**config.mk**
```make
export PLATFORM = sky130hd
export DESIGN_NAME = pattern_feeder_flat
export DESIGN_NICKNAME = d
export VERILOG_FILES = /design/src/rtl/pattern_feeder_pkg.sv /design/src/rtl/pattern_feeder_if.sv /design/src/rtl/pattern_feeder_button_debounce.sv /design/src/rtl/pattern_feeder.sv /design/src/flat_wrapper.sv
export SDC_FILE = /design/constraint.sdc
export NUM_CORES = 1
export LEC_CHECK = 0
export CAP_MARGIN = 25
export CORE_UTILIZATION = 60
export DETAILED_ROUTE_END_ITERATION = 10
export GPL_TIMING_DRIVEN = 0
export PLACE_DENSITY = 0.94
export SLEW_MARGIN = 20
export SYNTH_ARGS = -nofsm -noshare
export SYNTH_HDL_FRONTEND = slang
export SYNTH_SLANG_ARGS = --single-unit
```
**constraint.sdc**
```tcl
create_clock -name clk -period 7.1 [get_ports clk]
set_clock_uncertainty 0.1 [all_clocks]
set_input_delay 1.065 -clock clk [delete_from_list [all_inputs] [get_ports clk]]
set_output_delay 1.065 -clock clk [all_outputs]
set_load 0.03 [all_outputs]
```
**src/rtl/pattern_feeder_pkg.sv**
```systemverilog
`default_nettype none
// +----------------------------------------------------------------------------+
// | Module   : pattern_feeder_pkg                                              |
// | Purpose  : Shared types and helpers for the pattern feeder slice:          |
// |            control FSM state encoding and the bit-counter width function.  |
// | Revision : 1.0  initial release                                            |
// +----------------------------------------------------------------------------+
package pattern_feeder_pkg;

  typedef enum logic [0:0] {
    ST_IDLE  = 1'b0,
    ST_SHIFT = 1'b1
  } state_t;

  // Width needed to count 0..width inclusive (len and bit_cnt).
  function automatic int cnt_width(input int width);
    return $clog2(width + 1);
  endfunction

endpackage
`default_nettype wire

```
**src/rtl/pattern_feeder_if.sv**
```systemverilog
`default_nettype none
// +----------------------------------------------------------------------------+
// | Module   : pattern_feeder_if                                               |
// | Purpose  : Bundles the feeder's user-side inputs and detector-side outputs.|
// |   go       raw push-button level (to feeder)                               |
// |   pattern  bits to send, len number of bits (to feeder)                    |
// |   b/b_stb  serial bit and new-bit strobe (from feeder)                     |
// |   busy/done/bit_cnt  run status (from feeder)                              |
// |   master : feeder side, slave : stimulus/consumer side                     |
// | Revision : 1.0  initial release                                            |
// +----------------------------------------------------------------------------+
interface pattern_feeder_if #(
  parameter int WIDTH = 16
);
  localparam int LW = pattern_feeder_pkg::cnt_width(WIDTH);

  logic             go;
  logic [WIDTH-1:0] pattern;
  logic [LW-1:0]    len;
  logic             b;
  logic             b_stb;
  logic             busy;
  logic             done;
  logic [LW-1:0]    bit_cnt;

  modport master (
    input  go, pattern, len,
    output b, b_stb, busy, done, bit_cnt
  );

  modport slave (
    output go, pattern, len,
    input  b, b_stb, busy, done, bit_cnt
  );

endinterface
`default_nettype wire

```
**src/rtl/pattern_feeder_button_debounce.sv**
```systemverilog
`default_nettype none
// +----------------------------------------------------------------------------+
// | Module   : button_debounce                                                 |
// | Purpose  : Two-flop synchroniser, counter debouncer and rising-edge pulse  |
// |            for a bouncy asynchronous push-button.                          |
// |   clk   system clock          rst   asynchronous active-low reset          |
// |   raw   raw button input      level debounced level                        |
// |   rise  one-cycle pulse while level is newly high                          |
// | Revision : 1.0  initial release                                            |
// +----------------------------------------------------------------------------+
module button_debounce #(
  parameter int DB_CYCLES = 4
) (
  input  wire logic clk,
  input  wire logic rst,
  input  wire logic raw,
  output logic      level,
  output logic      rise
);

  localparam int CW = (DB_CYCLES > 1) ? $clog2(DB_CYCLES) : 1;
  localparam logic [CW-1:0] c_cnt_last = CW'(DB_CYCLES - 1);

  logic          r_sync1;
  logic          r_sync2;
  logic          r_level;
  logic          r_level_d;
  logic [CW-1:0] r_cnt;

  always_ff @(posedge clk or negedge rst) begin
    if (!rst) begin
      r_sync1   <= 1'b0;
      r_sync2   <= 1'b0;
      r_level   <= 1'b0;
      r_level_d <= 1'b0;
      r_cnt     <= '0;
    end else begin
      r_sync1   <= raw;
      r_sync2   <= r_sync1;
      r_level_d <= r_level;
      // Any sample agreeing with the accepted level restarts the stability count.
      if (r_sync2 == r_level) begin
        r_cnt <= '0;
      end else if (r_cnt == c_cnt_last) begin
        r_level <= r_sync2;
        r_cnt   <= '0;
      end else begin
        r_cnt <= r_cnt + 1'b1;
      end
    end
  end

  assign level = r_level;
  // Combinational so the FSM sees start on the edge right after the level flips.
  assign rise  = r_level & ~r_level_d;

endmodule
`default_nettype wire

```
**src/rtl/pattern_feeder.sv**
```systemverilog
`default_nettype none
// +----------------------------------------------------------------------------+
// | Module   : pattern_feeder                                                  |
// | Purpose  : Serialises a switch-loaded pattern onto b, one bit per DIV      |
// |            clocks, launched by a debounced push-button press.              |
// |   clk  system clock           rst  asynchronous active-low reset           |
// |   bus  pattern_feeder_if.master: go/pattern/len in,                        |
// |        b/b_stb/busy/done/bit_cnt out                                       |
// | Revision : 1.0  initial release                                            |
// +----------------------------------------------------------------------------+
module pattern_feeder
  import pattern_feeder_pkg::*;
#(
  parameter int WIDTH     = 16,
  parameter int DIV       = 1,
  parameter int DB_CYCLES = 4,
  parameter int MSB_FIRST = 1
) (
  input  wire logic        clk,
  input  wire logic        rst,
  pattern_feeder_if.master bus
);

  localparam int LW = cnt_width(WIDTH);
  localparam int PW = (DIV > 1) ? $clog2(DIV) : 1;
  localparam logic [LW-1:0] c_width_lw   = LW'(WIDTH);
  localparam logic [PW-1:0] c_presc_last = PW'(DIV - 1);
  localparam bit            c_msb_first  = (MSB_FIRST != 0);

  state_t           r_state;
  logic             r_b;
  logic             r_b_stb;
  logic             r_busy;
  logic             r_done;
  logic [LW-1:0]    r_bit_cnt;
  logic [LW-1:0]    r_len;
  logic [PW-1:0]    r_presc;
  logic [WIDTH-1:0] r_shreg;

  logic             w_start;
  logic             w_unused_go_level;
  logic [LW-1:0]    w_eff_len;
  logic [WIDTH-1:0] w_aligned;
  logic             w_first;
  logic [WIDTH-1:0] w_aligned_adv;
  logic             w_head;
  logic [WIDTH-1:0] w_shreg_adv;

  button_debounce #(
    .DB_CYCLES (DB_CYCLES)
  ) u_go_debounce (
    .clk   (clk),
    .rst   (rst),
    .raw   (bus.go),
    .level (w_unused_go_level),
    .rise  (w_start)
  );

  assign w_eff_len = (bus.len > c_width_lw) ? c_width_lw : bus.len;

  // MSB-first runs left-justify the live bits so the outgoing bit is always
  // the register MSB; LSB-first runs shift out of bit 0 unchanged.
  assign w_aligned     = c_msb_first ? (bus.pattern << (c_width_lw - w_eff_len)) : bus.pattern;
  assign w_first       = c_msb_first ? w_aligned[WIDTH-1] : w_aligned[0];
  assign w_aligned_adv = c_msb_first ? (w_aligned << 1) : (w_aligned >> 1);
  assign w_head        = c_msb_first ? r_shreg[WIDTH-1] : r_shreg[0];
  assign w_shreg_adv   = c_msb_first ? (r_shreg << 1) : (r_shreg >> 1);

  always_ff @(posedge clk or negedge rst) begin
    if (!rst) begin
      r_state   <= ST_IDLE;
      r_b       <= 1'b0;
      r_b_stb   <= 1'b0;
      r_busy    <= 1'b0;
      r_done    <= 1'b0;
      r_bit_cnt <= '0;
      r_len     <= '0;
      r_presc   <= '0;
      r_shreg   <= '0;
    end else begin
      r_done <= 1'b0;
      case (r_state)
        ST_IDLE: begin
          r_b_stb <= 1'b0;
          if (w_start) begin
            if (w_eff_len == '0) begin
              // Zero-length run: acknowledge the press without shifting.
              r_done    <= 1'b1;
              r_bit_cnt <= '0;
            end else begin
              r_state   <= ST_SHIFT;
              r_len     <= w_eff_len;
              r_b       <= w_first;
              r_shreg   <= w_aligned_adv;
              r_b_stb   <= 1'b1;
              r_busy    <= 1'b1;
              r_bit_cnt <= LW'(1);
              r_presc   <= '0;
            end
          end
        end
        ST_SHIFT: begin
          if (r_presc == c_presc_last) begin
            if (r_bit_cnt < r_len) begin
              r_b       <= w_head;
              r_shreg   <= w_shreg_adv;
              r_b_stb   <= 1'b1;
              r_bit_cnt <= r_bit_cnt + 1'b1;
              r_presc   <= '0;
            end else begin
              r_state <= ST_IDLE;
              r_b     <= 1'b0;
              r_b_stb <= 1'b0;
              r_busy  <= 1'b0;
              r_done  <= 1'b1;
            end
          end else begin
            r_presc <= r_presc + 1'b1;
            r_b_stb <= 1'b0;
          end
        end
        default: r_state <= ST_IDLE;
      endcase
    end
  end

  assign bus.b       = r_b;
  assign bus.b_stb   = r_b_stb;
  assign bus.busy    = r_busy;
  assign bus.done    = r_done;
  assign bus.bit_cnt = r_bit_cnt;

endmodule
`default_nettype wire

```
**src/flat_wrapper.sv**
```systemverilog
// flat-port wrapper written by rule: the top's interface ports become plain ports
module pattern_feeder_flat import pattern_feeder_pkg::*;
#(
  parameter int WIDTH     = 16,
  parameter int DIV       = 1,
  parameter int DB_CYCLES = 4,
  parameter int MSB_FIRST = 1
)
  (clk, rst, bus_go, bus_pattern, bus_len, bus_b, bus_b_stb, bus_busy, bus_done, bus_bit_cnt);
  pattern_feeder_if #(.WIDTH(WIDTH)) bus_i ();
  input  wire logic clk;
  input  wire logic rst;
  input wire logic [$bits(bus_i.go)-1:0] bus_go;
  input wire logic [$bits(bus_i.pattern)-1:0] bus_pattern;
  input wire logic [$bits(bus_i.len)-1:0] bus_len;
  output wire logic [$bits(bus_i.b)-1:0] bus_b;
  output wire logic [$bits(bus_i.b_stb)-1:0] bus_b_stb;
  output wire logic [$bits(bus_i.busy)-1:0] bus_busy;
  output wire logic [$bits(bus_i.done)-1:0] bus_done;
  output wire logic [$bits(bus_i.bit_cnt)-1:0] bus_bit_cnt;
  assign bus_i.go = bus_go;
  assign bus_i.pattern = bus_pattern;
  assign bus_i.len = bus_len;
  assign bus_b = bus_i.b;
  assign bus_b_stb = bus_i.b_stb;
  assign bus_busy = bus_i.busy;
  assign bus_done = bus_i.done;
  assign bus_bit_cnt = bus_i.bit_cnt;
  pattern_feeder #(.WIDTH(WIDTH), .DIV(DIV), .DB_CYCLES(DB_CYCLES), .MSB_FIRST(MSB_FIRST)) u_core (.clk(clk), .rst(rst), .bus(bus_i));
endmodule
```
==> flow_summary.ini, run 1 <==
[outcome]
outcome = complete, no violations

[place]
port_buffers = 29
routabilityCongestion = 0.9589
preCtsSetupSlack_ns = 3.033
dpl_cell_area_um2 = 2853
dpl.hpwl_mm = 4.469

[clock_tree]
cts-root-buf = clkbuf_8
clockBufferDepth = 2
cts_hold_buf = 0
cts-resized-gates = 0
post-cts-setup-buffers = 0
cts_sinks = 35
cts_tree = done
htreeDepth = 2
clk_pin_slew_ns = 0.06
worstSkewPairLatency_ns = 0.28
numCtsBuffers = 5

[floorplan]
die_w_um = 66.36
die_y_um = 66.36
fp-row-count = 23
dieArea_um2 = 4403
coreArea_um2 = 4000
io_pins = 33
start_util_pct = 62.12

[logic_synthesis]
synth_ff_type = dfrtp_1
synth_top_cell_by_area = dfrtp_1
synth.distinct_cells = 57
synth_area_per_cell_um2 = 9.979
yosys_warnings = 0
synth_cells = 249
synth_area_um2 = 2485
yosysSeqAreaShare_pct = 35.25
synth_fp_nets = 281
yosysMostFrequentCell = dfrtp_1
synth_top_area_share_pct = 35.25
synth_edf_count = 0
synth_common_cells = dfrtp_1 (35), nand2_1 (24), o21ai_0 (19), mux2i_1 (17)
synth-async-reset-ratio_pct = 100.0
synthTopCellsByArea = dfrtp_1 (35%), mux4_2 (10%), mux2i_1 (6.8%)
ys_seq_elements = 35

[final_layout]
layout-drive-gt1-share_pct = 13.68
area_growth_pct = 17.72
final_cell_area_um2 = 2925
antennaDiodeCount = 0
final_nets = 318
n_fill_cell = 312
final_util_pct = 73.13

[setup_path]
timing.rr.end = u_core.r_shreg[6]$_DFFE_PN0P_
crit_fanout = 10
end_kind = flip-flop
cp_cell_sequence = buf_2, nor2b_1, buf_4, inv_2, ha_1, buf_2, clkbuf_1, clkbuf_1, mux2i_1, a21oi_1, a211oi_1, a221o_1
cpPeakStageDelay_ns = 0.43
crit_family = buffers and inverters
critPathRequiredTime_ns = 7.21
path_class = input pin to flip-flop
rr_worst_depth = 8
cp-start-kind = input pin
reg2reg_from = u_core.bus.bit_cnt[2]$_DFFE_PN0P_
crit_path_top_delay_cell = clkbuf_1
critPathBufInv = 6
rrSetupSlack_ns = 4.44
critPathArrivalTime_ns = 3.94

[global_routing]
grt_max_degree = 36
grt_overflow = 0
grt_pass1_vias = 2018
grt_pass1_wl_mm = 9.549
antenna_found_initial = 0
gr-usage-all-layers_pct = 28.92

[route]
drt-total-wl_mm = 5.897
wl_per_cell_um = 17.60
first_pass_iters = 5
antenna_left = 0
vias = 2210
drc_errors = 0
first_iter_violations = 222
routed_via_density = 6.597

[power]
sw_frac_of_total_pct = 43.92
p_switching_uw = 448.8
p_per_area_nw_per_um2 = 349.3
worst_ir_drop_vdd_mv = 0.1685
total_power_uw = 1022
combPwrFrac_pct = 54.5
p_seq_share_pct = 32.8
p_leak_uw = 0.001235
power.internal_uw = 573.1
p_clk_share_pct = 12.7

[min_path]
min_from = u_core.u_go_debounce.r_sync1$_DFF_PN0_
min_to = u_core.u_go_debounce.r_sync2$_DFF_PN0_
hold_path.class = flip-flop to flip-flop
min_path_cells = 0

[sta]
worst_pin_slew_ns = 0.7342
rsz0062_at_grt = false
final-setup-viol-count = 0
period_share_pct = 53.94
fmax_mhz = 261.1
finalHoldViolCount = 0
slew_viol_final = 0
setup_ws_ns = 3.270
min_period_ns = 3.830
max_slew_margin_pct = 50.70
fin_setup_tns_ns = 0

[flow_run]
maxCapViolations = 0
==> per-stage QoR <==
stage / cells / hold WS (ns)
finish: 335 / 0.2701
global route: 335 / 0.2772
detailed placement: 329 / 0.2597
floorplan: 249 / 0.2312
global placement: 328 / 0.2582
CTS: 335 / 0.2737
==> kinds of logic after synthesis <==
| family | after synthesis | synth area share, % |
|---|---|---|
| DFF | 35 | 35.25 |
| xor gates and xnor gates | 7 | 3.223 |
| adders and majority gates | 8 | 4.028 |
| buffers and inverters | 29 | 5.136 |
| AOI/OAI and AO/OA | 71 | 19.69 |
| and+or+nand+nor | 68 | 14.50 |
| muxes | 31 | 18.18 |
==> worst register-to-register path, stage by stage, from the launching register on <==
cell      delay [ns]
dfrtp_1         0.45
ha_1            0.33
nand2_1         0.05
o21ai_0         0.29
a211oi_1        0.16
o22ai_2         0.37
clkbuf_1        0.40
mux2i_1         0.26
o31ai_1         0.10
==> state kept, by name, summed over array words and instances, names as in the netlist, 2 cells and up <==
signal,flops
u_core.r_shreg,15
u_core.u_go_debounce.r_cnt,2
u_core.bus.bit_cnt,5
u_core.r_len,5
==> routing by layer <==
layer | share of wire (%) | vias to the layer above | global-route usage (%)
li1 | - | 1011 | -
met1 | 41 | 1084 | 37.15
met2 | 52 | 103 | 48.85
met3 | 5.2 | 12 | 4.828
met4 | 1.6 | 0 | 10.37
met5 | 0 | - | 0
==> power groups by stage <==
stage	registers (uW)	clock network, uW	logic [uW]
2_1_floorplan	362	0	355
3_3_place_gp	332	0	517
3_5_place_dp	335	0	548
4_1_cts	334	131	553
5_1_grt	344	140	611
6_report	335	130	557
==> cell usage in the layout, fill, tap and decap left out, drive strengths merged, types with 6 or more instances in the layout <==
cell,count
mux2i,17
nand2,24
mux4,11
inv,12
o21ai,21
dfrtp,35
a21oi,13
nor2,12
clkbuf,15
ha,8
clkdlybuf4s50,28
buf,10
a211oi,6
==> worst max path at each step <==
stage          startpoint                              to  slack [ns]  cells after the start
2_1_floorplan  bus_len[0]  u_core.r_shreg[12]$_DFFE_PN0P_        3.55                     12
3_3_place_gp   bus_len[0]  u_core.r_shreg[12]$_DFFE_PN0P_        3.09                     12
3_5_place_dp   bus_len[0]  u_core.r_shreg[13]$_DFFE_PN0P_        3.03                     12
4_1_cts        bus_len[0]  u_core.r_shreg[13]$_DFFE_PN0P_        3.33                     12
5_1_grt        bus_len[0]  u_core.r_shreg[13]$_DFFE_PN0P_        3.06                     12
6_report       bus_len[0]  u_core.r_shreg[12]$_DFFE_PN0P_        3.27                     12
==> layout make-up <==
cell class	instances	area, um2	share of cell area, %
Timing Repair Buffer	30	305.3	10.44
Sequential cell	35	875.8	29.94
Multi-Input combinational cell	185	1481	50.64
Inverter	12	45.04	1.540
Clock buffer	6	72.57	2.481
Tap cell	50	62.56	2.139
Buffer	17	82.58	2.823
Power figures use the tool's default switching activity.
==> inputs of run 2 (changes only) <==
- CORE_UTILIZATION: 60 -> 55
- PLACE_DENSITY: 0.94 -> 0.88
- clock period: 7.1 -> 3.9 ns (I/O delays scaled with it)
==> run 2 against run 1 <==
Sequential cell count unchanged. Final area up 0.38%. Sequential power rose by 81%.
==> flow_summary.ini, run 2 (synthesis results as in run 1) <==
[outcome]
outcome = complete, no violations

[place]
port_buffers = 29
dpl.hpwl_mm = 4.325
dp_cells = 331
routabilityCongestion = 0.8815
preCtsSetupSlack_ns = 0.2693

[final_layout]
layout-drive-gt1-share_pct = 13.94
final_cells = 339
final_common_cell = dfrtp_1
largest_register_ffs = 15
final_nets = 318
regMostFlops = u_core.r_shreg
antennaDiodeCount = 0
area_growth_pct = 18.18
final_cell_mix = dfrtp_1 (35), clkdlybuf4s50_1 (28), nand2_1 (24), o21ai_0 (19), mux2i_1 (17)

[power]
worst_ir_drop_vdd_mv = 0.3795
p_leak_uw = 0.001240
p_per_area_nw_per_um2 = 628.0

[sta]
period_share_pct = 85.81
setup_ws_ns = 0.5534
final-setup-viol-count = 0
rsz0062_at_grt = false
fin_setup_tns_ns = 0
max_slew_margin_pct = 46.32
finalHoldViolCount = 0
fmax_mhz = 298.8
min_period_ns = 3.347
worst_pin_slew_ns = 0.7995
slew_viol_final = 0

[route]
drc_errors = 0
wl_per_cell_um = 16.60
first_pass_iters = 8
routed_via_density = 6.251
antenna_left = 0
drt-total-wl_mm = 5.629
first_iter_violations = 194
vias = 2119

[clock_tree]
post-cts-setup-buffers = 0
cts-root-buf = clkbuf_8
cts_hold_buf = 0
clockBufferDepth = 2
cts-resized-gates = 0
clk_pin_slew_ns = 0.07
worstSkewPairLatency_ns = 0.29
cts_tree = done
htreeDepth = 2
numCtsBuffers = 5
cts_sinks = 35

[floorplan]
die_w_um = 69.22
dieArea_um2 = 4791
die_y_um = 69.22
io_pins = 33
fp-row-count = 24
start_util_pct = 57.07
coreArea_um2 = 4354

[setup_path]
critPathRequiredTime_ns = 4.03
cpPeakStageDelay_ns = 0.44
rrSetupSlack_ns = 1.39
critPathBufInv = 6
timing.rr.end = u_core.bus.bit_cnt[0]$_DFFE_PN0P_
cp-start-kind = input pin
reg2reg_from = u_core.bus.bit_cnt[3]$_DFFE_PN0P_
path_class = input pin to flip-flop
end_kind = flip-flop
rr_worst_depth = 7
crit_fanout = 10
crit_path_top_delay_cell = clkbuf_1
cp_cell_sequence = buf_2, nor2b_1, buf_4, inv_2, ha_1, buf_2, clkbuf_1, clkbuf_1, mux2i_1, a21oi_1, a211oi_1, a221o_1
crit_family = buffers and inverters
critPathArrivalTime_ns = 3.47

[global_routing]
gr-usage-all-layers_pct = 25.44
antenna_found_initial = 0
grt_max_degree = 30
grt_pass1_vias = 2038
grt_overflow = 0
grt_pass1_wl_mm = 9.666

[min_path]
hold_path.class = input pin to asynchronous set/reset pin

[flow_run]
maxCapViolations = 0
==> run 2: area by class of cell <==
cell class,count,area [um2]
Multi-Input combinational cell,185,1481
Tap cell,52,65.06
Clock buffer,7,76.32
Buffer,17,82.58
Fill cell,321,1418
Clock inverter,1,5.005
Sequential cell,35,875.8
Inverter,12,45.04
Timing Repair Buffer,30,305.3
==> run 2: power by group <==
group          leakage [uW]  internal, uW  switching, uW
combinational      0.000751           412            573
clock             0.0000422           125            128
sequential         0.000447           508           97.1
==> run 2: worst max path at each step <==
stage	endpoint	cells after the start	start	slack (ns)
detailed placement	u_core.r_shreg[12]$_DFFE_PN0P_	12	bus_len[0]	0.27
CTS	u_core.r_shreg[12]$_DFFE_PN0P_	12	bus_len[0]	0.57
floorplan	u_core.r_shreg[12]$_DFFE_PN0P_	12	bus_len[0]	0.83
global route	u_core.r_shreg[12]$_DFFE_PN0P_	12	bus_len[0]	0.30
global placement	u_core.r_shreg[12]$_DFFE_PN0P_	12	bus_len[0]	0.34
finish	u_core.r_shreg[12]$_DFFE_PN0P_	12	bus_len[0]	0.55
==> run 2: routing by layer <==
layer / global-route usage, % / vias to the layer above / part of all wire (%)
met3: 3.779 / 7 / 5.1
met1: 35.20 / 1022 / 43
li1: - / 1011 / -
met4: 8.163 / 0 / 1.4
met2: 41.32 / 79 / 50
met5: 0 / - / 0
==> run 2: through the flow <==
stage               util, %  total power, uW  instance area, um2  hold slack, ns
floorplan                 -             1305                2485          0.1894
global placement      65.23             1549                2840          0.2345
detailed placement    65.57             1594                2855          0.2355
CTS                   67.44             1846                2937         0.03037
global route          67.44             1993                2937         0.03293
finish                67.44             1844                2937         0.02991
==> inputs of run 3 (changes only) <==
- SETUP_SLACK_MARGIN: not set -> 0.02
==> results of run 3 <==
Final layout, timing and power as in run 2 (identical DEF).
